**config.mk**
```make
export PLATFORM = sky130hd
export DESIGN_NAME = id_ex_skid
export DESIGN_NICKNAME = d
export VERILOG_FILES = /design/src/rtl/decode_pkg.sv /design/src/rtl/skid_mem2.sv /design/src/rtl/id_ex_skid.sv
export SDC_FILE = /design/constraint.sdc
export NUM_CORES = 1
export LEC_CHECK = 0
export BUFFER_PORTS_ARGS = -buffer_cell sky130_fd_sc_hd__buf_2
export CAP_MARGIN = 10
export CORE_ASPECT_RATIO = 1.5
export CORE_MARGIN = 4
export CORE_UTILIZATION = 45
export CTS_BUF_LIST = sky130_fd_sc_hd__clkbuf_8
export DETAILED_ROUTE_END_ITERATION = 10
export PLACE_DENSITY = 0.81
export SLEW_MARGIN = 20
export SYNTH_ARGS = -nofsm -noshare
export SYNTH_HDL_FRONTEND = slang
export SYNTH_SLANG_ARGS = --single-unit
```
**constraint.sdc**
```tcl
create_clock -name clk -period 6.3 [get_ports clk]
set_input_delay 1.26 -clock clk [delete_from_list [all_inputs] [get_ports clk]]
set_output_delay 1.26 -clock clk [all_outputs]
set_load 0.005 [all_outputs]
```
**src/rtl/decode_pkg.sv**
```systemverilog
// Shared defaults and types for the ID/EX skid buffer slice.
package decode_pkg;

    localparam int DEF_DATA_W = 128;
    localparam int DEF_CTRL_W = 40;
    localparam int DEF_CNT_W  = 16;

    typedef logic [1:0] occ_t;

    localparam occ_t OCC_EMPTY = 2'd0;
    localparam occ_t OCC_ONE   = 2'd1;
    localparam occ_t OCC_FULL  = 2'd2;

endpackage

```
**src/rtl/skid_mem2.sv**
```systemverilog
// Two-entry register array holding {ctrl, data}; written on push, read by pointer.
module skid_mem2 #(
    parameter int W = 168
) (
    input  logic         clk,
    input  logic         we,
    input  logic         wr_ptr,
    input  logic [W-1:0] wdata,
    input  logic         rd_ptr,
    output logic [W-1:0] rdata
);

    logic [1:0][W-1:0] mem_q;
    logic [1:0][W-1:0] mem_d;

    // Next storage contents: only the addressed slot changes, and only on a write.
    always_comb begin
        mem_d = mem_q;
        if (we) begin
            mem_d[wr_ptr] = wdata;
        end else begin
            mem_d = mem_q;
        end
    end

    // Payload storage carries no reset; validity is tracked by the owner's count.
    always_ff @(posedge clk) begin
        mem_q <= mem_d;
    end

    assign rdata = mem_q[rd_ptr];

endmodule

```
**src/rtl/id_ex_skid.sv**
```systemverilog
// ID->EX 2-entry skid buffer with flush/hold/hazard control.
// Optional perf counters enabled by defining ID_EX_SKID_PERF_EN.
module id_ex_skid
    import decode_pkg::*;
#(
    parameter int DATA_W = DEF_DATA_W,
    parameter int CTRL_W = DEF_CTRL_W,
    parameter int CNT_W  = DEF_CNT_W
) (
    input  logic              clk,
    input  logic              Rst_n,
    input  logic              in_valid,
    output logic              in_ready,
    input  logic [CTRL_W-1:0] in_ctrl,
    input  logic [DATA_W-1:0] in_data,
    input  logic              hazard,
    input  logic              flush,
    input  logic              hold,
    output logic              out_valid,
    input  logic              out_ready,
    output logic [CTRL_W-1:0] out_ctrl,
    output logic [DATA_W-1:0] out_data,
    output occ_t              occupancy,
    output logic [CNT_W-1:0]  stall_cnt,
    output logic [CNT_W-1:0]  bubble_cnt
);

    localparam int ENT_W = CTRL_W + DATA_W;

    logic              wr_ptr_q, wr_ptr_d;
    logic              rd_ptr_q, rd_ptr_d;
    occ_t              count_q,  count_d;
    logic              push_s;
    logic              pop_s;
    logic [ENT_W-1:0]  rd_entry_s;

    skid_mem2 #(
        .W (ENT_W)
    ) u_mem (
        .clk    (clk),
        .we     (push_s),
        .wr_ptr (wr_ptr_q),
        .wdata  ({in_ctrl, in_data}),
        .rd_ptr (rd_ptr_q),
        .rdata  (rd_entry_s)
    );

    // Handshake and head presentation; in_ready depends only on state and the ID-side controls.
    always_comb begin
        in_ready  = Rst_n && !hold && !hazard && !flush && (count_q < OCC_FULL);
        out_valid = (count_q != OCC_EMPTY);
        push_s    = in_valid && in_ready;
        pop_s     = out_valid && out_ready && !hold;
        occupancy = count_q;
        if (out_valid) begin
            out_ctrl = rd_entry_s[ENT_W-1 -: CTRL_W];
            out_data = rd_entry_s[DATA_W-1:0];
        end else begin
            out_ctrl = {CTRL_W{1'b0}};
            out_data = {DATA_W{1'b0}};
        end
    end

    // Pointer/count next state: flush beats hold, hold beats push/pop.
    always_comb begin
        wr_ptr_d = wr_ptr_q;
        rd_ptr_d = rd_ptr_q;
        count_d  = count_q;
        if (flush) begin
            wr_ptr_d = 1'b0;
            rd_ptr_d = 1'b0;
            count_d  = OCC_EMPTY;
        end else if (hold) begin
            wr_ptr_d = wr_ptr_q;
            rd_ptr_d = rd_ptr_q;
            count_d  = count_q;
        end else begin
            wr_ptr_d = push_s ? ~wr_ptr_q : wr_ptr_q;
            rd_ptr_d = pop_s  ? ~rd_ptr_q : rd_ptr_q;
            case ({push_s, pop_s})
                2'b10:   count_d = count_q + OCC_ONE;
                2'b01:   count_d = count_q - OCC_ONE;
                default: count_d = count_q;
            endcase
        end
    end

    // Pointer and occupancy state.
    always_ff @(posedge clk or negedge Rst_n) begin
        if (!Rst_n) begin
            wr_ptr_q <= 1'b0;
            rd_ptr_q <= 1'b0;
            count_q  <= OCC_EMPTY;
        end else begin
            wr_ptr_q <= wr_ptr_d;
            rd_ptr_q <= rd_ptr_d;
            count_q  <= count_d;
        end
    end

`ifdef ID_EX_SKID_PERF_EN
    localparam logic [CNT_W-1:0] CNT_MAX = {CNT_W{1'b1}};
    localparam logic [CNT_W-1:0] CNT_ONE = {{(CNT_W-1){1'b0}}, 1'b1};

    logic [CNT_W-1:0] stall_cnt_q,  stall_cnt_d;
    logic [CNT_W-1:0] bubble_cnt_q, bubble_cnt_d;

    // Saturating perf counters.
    always_comb begin
        stall_cnt_d  = stall_cnt_q;
        bubble_cnt_d = bubble_cnt_q;
        if (in_valid && !in_ready && (stall_cnt_q != CNT_MAX)) begin
            stall_cnt_d = stall_cnt_q + CNT_ONE;
        end else begin
            stall_cnt_d = stall_cnt_q;
        end
        if (out_ready && !out_valid && !hold && (bubble_cnt_q != CNT_MAX)) begin
            bubble_cnt_d = bubble_cnt_q + CNT_ONE;
        end else begin
            bubble_cnt_d = bubble_cnt_q;
        end
    end

    // Counter state, cleared only by reset.
    always_ff @(posedge clk or negedge Rst_n) begin
        if (!Rst_n) begin
            stall_cnt_q  <= {CNT_W{1'b0}};
            bubble_cnt_q <= {CNT_W{1'b0}};
        end else begin
            stall_cnt_q  <= stall_cnt_d;
            bubble_cnt_q <= bubble_cnt_d;
        end
    end

    assign stall_cnt  = stall_cnt_q;
    assign bubble_cnt = bubble_cnt_q;
`else
    assign stall_cnt  = {CNT_W{1'b0}};
    assign bubble_cnt = {CNT_W{1'b0}};
`endif

endmodule
```
==> results of run 1 <==
## cell usage after synthesis
library cell	number	area share
and3b_1	1	0.00067
a21oi_1	4	0.0015
nor2_1	169	0.048
or3b_1	1	0.00067
edfxtp_1	336	0.77
conb_1	1	0.00029
dfrtp_1	4	0.0076
nor4_1	2	0.00096
mux2i_1	168	0.13
and3_1	1	0.00048
nand3_1	1	0.00038
nand2b_1	1	0.00048
a2111oi_1	1	0.00076
and2_1	1	0.00048
buf_2	30	0.011
inv_1	2	0.00057
clkbuf_1	8	0.0023
or3_1	1	0.00048
nand4bb_1	1	0.00086
o31ai_1	1	0.00057
or4_1	2	0.0011
nor2b_1	1	0.00048
o21ai_0	2	0.00076
buf_4	33	0.019
## kinds of logic after synthesis
family / Yosys count / share of synthesized area
other: 1 / 0.0002866
multiplexers: 168 / 0.1285
AO/OA/AOI/OAI: 8 / 0.003634
flip-flops: 340 / 0.7787
AND/OR/NAND/NOR: 182 / 0.05556
buffers and inverters: 73 / 0.03328
## power by group
| group | leakage, nW | switching, mW | internal [mW] |
|---|---|---|---|
| registers | 3.08 | 0.00566 | 2.51 |
| clock network | 0.532 | 0.792 | 0.881 |
| logic | 2.39 | 0.0590 | 0.0520 |
## registers in the layout (all words and copies together) (netlist names)
name and flops:
occupancy 2, rd_ptr_q 1, wr_ptr_q 1, u_mem.mem_q 336
## per-layer routing
metal	vias to the layer above	global-route usage	wire length [um]
li1	3537	-	-
met1	3622	0.1735	9509
met2	330	0.2952	14420
met3	91	0.03916	1925
met4	6	0.09546	1508
met5	-	0	36
## how the worst max path moves through the flow
stage,startpoint,to,slack (ns),cells after the start
floorplan,flush,u_mem.mem_q[0]$_DFFE_PP_,0.56,3
global placement,flush,u_mem.mem_q[307]$_DFFE_PP_,2.60,5
detailed placement,hold,u_mem.mem_q[62]$_DFFE_PP_,2.54,5
CTS,rd_ptr_q$_DFFE_PN0P_,out_data[38],2.30,4
global route,rd_ptr_q$_DFFE_PN0P_,out_data[70],2.22,4
finish,rd_ptr_q$_DFFE_PN0P_,out_data[70],2.40,4
## through the flow
stage                     std cells  hold WS [ns]  utilization
after floorplan                 803        0.5183            -
after global placement         1475        0.5682       0.5264
after detailed placement       1475        0.5928       0.5264
after CTS                      1565        0.4711       0.5597
after global routing           1575        0.4823       0.5606
final                          1576        0.5141       0.5607
## layout make-up
type                    count  area (um^2)  area share
inverters                   2        12.51   0.0007771
well taps                 390        488.0     0.03031
repair buffers            353         1834      0.1139
diodes                     11        27.53    0.001710
clock buffers              51        701.9     0.04359
multi-input cells         390         2589      0.1608
clock inverters            39        255.2     0.01585
flip-flops and latches    340        10190      0.6331
==> run_results.csv, run 1 <==
group,metric,value,unit
outcome,status,"finished, final reports clean",
synthesis,avgSynthCellArea,16.95,um^2
global_route,first_global_vias,7805,
worst_setup_path,crit_chain,"buf_4 > mux2i_1 > nor2_1 > buf_2",
timing,skew,0.01880,ns
cells_and_area,mostFrequentLayoutCells,"buf_2, edfxtp_1, mux2i_1, nor2_1, clkbuf_8",
clock_network,cts_made_buffers,48,
pwr,peakVddDrop,0.2120,mV
worst_setup_path,regToRegSetupSlack,3.54,ns
worst_setup_path,cp_max_fo,48,
clock_network,clk_latency,0.57,ns
placement,dpl.hpwl,18020,um
floorplanning,io_pins,379,
floorplanning,initial_utilization,0.4556,
worst_setup_path,cp_num_buf_inv,2,
placement,gp_congestion,0.7777,
cells_and_area,area_growth,23.05,%
clock_network,cts_root_buf,"clkbuf_8",
detailed_routing,drt_iter0_markers,344,
clock_network,cts_buffer_depth,3,
clock_network,post_cts_buffers,0,
worst_setup_path,critPathKind,"reg -> out",
pwr,leakage,5.998,nW
synthesis,syn_inst,772,
clock_network,clock-sinks,340,
floorplanning,core-area,0.02872,mm^2
global_route,grt_max_degree,97,
timing,setup_tns,0,ns
cells_and_area,fin_area,0.01610,mm^2
detailed_routing,final_antenna_net_count,0,
detailed_routing,drc,0,
synthesis,synth-seq-cells,340,
cells_and_area,n_fill_cell,2257,
floorplanning,fp.dieH,216.8,um
detailed_routing,vias,7586,
worst_setup_path,slowest_delay,0.76,ns
detailed_routing,avgRoutedWirePerCell,17.38,um
floorplanning,die_w,147.2,um
worst_setup_path,worstPathRequired,5.04,ns
detailed_routing,vias_per_cell,4.813,
synthesis,seq_area_frac_synth,0.7787,
cells_and_area,final_common_cell,"buf_2",
worst_hold_path,hp-class,"in -> async",
pwr,power.density,267.0,mW/mm^2
timing,finalCriticalPeriod,3.903,ns
clock_network,htreeDepth,2,
timing,maxSlewViolCount,0,
clock_network,cts_tree,"built",
worst_setup_path,crit_family,"buffers and inverters",
cells_and_area,nets,1310,
global_route,antenna_found_initial,13,
synthesis,synth.distinct_cells,24,
floorplanning,rows,76,
synthesis,syn_area,0.01309,mm^2
floorplanning,fp.dieArea,0.03193,mm^2
timing,period_share,0.6195,
timing,final-hold-violation-count,0,
timing,rsz0062_at_grt,"no",
run,cap_violations,0,
placement,port_buffers,346,
detailed_routing,drt_pre_antenna_iters,4,
worst_setup_path,cp_slowest_cell,"dfrtp_4",
global_route,grt_usage,0.1638,
placement,place_area,0.01512,mm^2
clock_network,cts_resized,0,
worst_setup_path,worstReg2RegEnd,"u_mem.mem_q[290]$_DFFE_PP_",
timing,relSlewSlack,0.4098,
placement,preCtsSetupSlack,2.543,ns
worst_setup_path,worst_ep_arrival_time,2.64,ns
timing,setup_viol,0,
clock_network,ctsHoldBuffers,0,
global_route,grt_pass1_wl,40920,um
global_route,overflow,0,
pwr,power.total,4.299,mW
clock_network,path_clk_slew,0.07,ns
timing,fmax,256.2,MHz
worst_setup_path,critPathLaunchType,"flop",
timing,fin_ws,2.397,ns
worst_setup_path,ff2ff_path_depth,4,
detailed_routing,wl,27400,um
cells_and_area,drive_above_1_share,0.3600,
timing,worst_pin_slew,0.8854,ns
worst_setup_path,cp-end-kind,"output pin",
synthesis,synth_warnings,0,
worst_setup_path,r2r_start,"occupancy[1]$_DFFE_PN0P_",
Power figures use the tool's default switching activity.
==> run 2: changes to the inputs <==
==> constraint.sdc (replaced) <==
create_clock -name clk -period 3.9 [get_ports clk]
set_input_delay 0.78 -clock clk [delete_from_list [all_inputs] [get_ports clk]]
set_output_delay 0.78 -clock clk [all_outputs]
set_load 0.005 [all_outputs]
==> run 2 against run 1 <==
Compared with the run above: sequential power rose by 62%; routed wire length rose by 1.1%; setup slack got worse by 1.5 ns; utilization rose by 0.11 points; highest routed layer unchanged; die area did not move; global-route usage rose by 0.41 points; via count fell by 0.42%.
==> run_results.csv, run 2 (synthesis results as in run 1) <==
group,metric,value,unit
worst_setup_path,worst_ep_arrival_time,2.23,ns
worst_setup_path,critPathKind,"reg -> out",
global_route,busiest_layer,"met2",
cells_and_area,drive_above_1_share,0.3605,
clock_network,htreeDepth,2,
timing,rsz0062_at_grt,"no",
worst_setup_path,worstPathRequired,3.12,ns
worst_hold_path,hp-class,"in -> reg",
detailed_routing,vias_per_cell,4.805,
timing,skew,0.01363,ns
run,cap_violations,0,
global_route,overflow,0,
timing,worst_pin_slew,0.7672,ns
global_route,grt_use_met2,0.3117,
detailed_routing,vias,7554,
cells_and_area,fin_area,0.01613,mm^2
detailed_routing,drt_iter0_markers,383,
global_route,grt_usage,0.1679,
placement,place_inst,1480,
clock_network,clock-sinks,340,
clock_network,cts_resized,0,
detailed_routing,drt_pre_antenna_iters,5,
clock_network,cts_buffer_depth,3,
worst_setup_path,worstReg2RegEnd,"u_mem.mem_q[277]$_DFFE_PP_",
detailed_routing,drc,0,
global_route,gr-usage-met1,0.1710,
detailed_routing,avgRoutedWirePerCell,17.62,um
detailed_routing,wl,27700,um
cells_and_area,largest_reg_flops,336,
cells_and_area,fin_cells,1572,
worst_setup_path,cp-end-kind,"output pin",
cells_and_area,top_register,"u_mem.mem_q",
floorplanning,fp.dieArea,0.03193,mm^2
floorplanning,fp.dieH,216.8,um
clock_network,clk_latency,0.56,ns
cells_and_area,final_common_cell,"buf_2",
timing,timing.hold.ws,0.4033,ns
floorplanning,core-area,0.02872,mm^2
floorplanning,initial_utilization,0.4556,
timing,period_share,0.7723,
clock_network,cts_tree,"built",
worst_setup_path,r2r_start,"occupancy[1]$_DFFE_PN0P_",
timing,maxSlewViolCount,0,
worst_setup_path,crit_end,"out_data[119]",
outcome,status,"finished, final reports clean",
floorplanning,rows,76,
timing,fmax,332.0,MHz
timing,relSlewSlack,0.4885,
timing,final-hold-violation-count,0,
global_route,antenna_found_initial,9,
worst_hold_path,holdPathStages,1,
pwr,leakage,6.042,nW
floorplanning,io_pins,379,
cells_and_area,post-route-util,0.5618,
global_route,grt_max_degree,111,
pwr,peakVddDrop,0.3034,mV
clock_network,cts_root_buf,"clkbuf_8",
timing,setup_viol,0,
pwr,power.total,6.795,mW
pwr,power.density,421.2,mW/mm^2
floorplanning,die_w,147.2,um
global_route,first_global_vias,7772,
clock_network,path_clk_slew,0.07,ns
worst_setup_path,cp_max_fo,66,
detailed_routing,final_antenna_net_count,0,
clock_network,cts_made_buffers,49,
cells_and_area,area_growth,23.30,%
cells_and_area,nets,1317,
placement,port_buffers,346,
worst_setup_path,critPathLaunchType,"flop",
placement,dpl.hpwl,18760,um
timing,finalCriticalPeriod,3.012,ns
placement,place_area,0.01522,mm^2
global_route,gr-usage-met3,0.05166,
worst_setup_path,crit_start,"occupancy[1]$_DFFE_PN0P_",
cells_and_area,mostFrequentLayoutCells,"buf_2, edfxtp_1, mux2i_1, nor2_1, clkbuf_8",
worst_setup_path,regToRegSetupSlack,1.46,ns
placement,gp_congestion,0.8150,
global_route,grt_pass1_wl,41730,um
cells_and_area,n_fill_cell,2262,
worst_setup_path,ff2ff_path_depth,4,
run 2: changes by cell type in the layout (fill, tap and decap cells not counted), sizes merged:
cell and change:
diode -5, clkinvlp -1, inv +6, bufinv -2, buf +5, clkinv -10
clkbuf +2, dlygate4sd3 +1
run 2: worst max-delay path, stage by stage (launching register included):
cell and delay [ns]:
dfrtp_1 0.49, nor2_4 0.52, buf_12 0.33, nor2_1 0.11, buf_2 0.14
run 2: metal layers:
| layer | vias to the layer above | wire [um] |
|---|---|---|
| met2 | 323 | 15180 |
| li1 | 3541 | - |
| met1 | 3613 | 9102 |
| met5 | - | 26 |
| met3 | 73 | 2313 |
| met4 | 4 | 1079 |
run 2: layout make-up:
| class | count | area [um^2] | area share |
|---|---|---|---|
| Antenna cell | 6 | 15.01 | 0.0009306 |
| Clock buffer | 53 | 729.5 | 0.04521 |
| Clock inverter | 32 | 156.4 | 0.009694 |
| Inverter | 2 | 11.26 | 0.0006979 |
| Multi-Input combinational cell | 390 | 2609 | 0.1617 |
| Sequential cell | 340 | 10190 | 0.6318 |
| Tap cell | 390 | 488.0 | 0.03024 |
| Timing Repair Buffer | 359 | 1932 | 0.1197 |
run 2: worst min path at each step:
stage | startpoint | to | slack [ns]
after detailed placement | wr_ptr_q$_DFFE_PN0P_ | wr_ptr_q$_DFFE_PN0P_ | 0.56
after global placement | wr_ptr_q$_DFFE_PN0P_ | wr_ptr_q$_DFFE_PN0P_ | 0.56
after global routing | in_ctrl[36] | u_mem.mem_q[164]$_DFFE_PP_ | 0.35
after CTS | in_data[2] | u_mem.mem_q[2]$_DFFE_PP_ | 0.34
after floorplan | Rst_n | occupancy[0]$_DFFE_PN0P_ | 0.48
final | in_ctrl[20] | u_mem.mem_q[148]$_DFFE_PP_ | 0.40
run 2: where the power goes:
part           internal [mW]  total [mW]  switching [mW]
combinational         0.0865       0.184          0.0973
sequential              4.05        4.06         0.00867
clock                   1.31        2.55            1.24
total                   5.45        6.80            1.34
run 2: through the flow:
step           setup slack (ns)  setup TNS [ns]
6_report                 0.8879               0
5_1_grt                  0.7061               0
4_1_cts                  0.7959               0
3_5_place_dp              1.028               0
3_3_place_gp              1.064               0
2_1_floorplan          -0.03644          -6.122
run 2: timing repair:
action,4_1_cts,5_1_grt
endpoints found under the setup margin,0,0
setup buffers,0,0
hold buffers,1,0
endpoints found under the hold margin,4,0
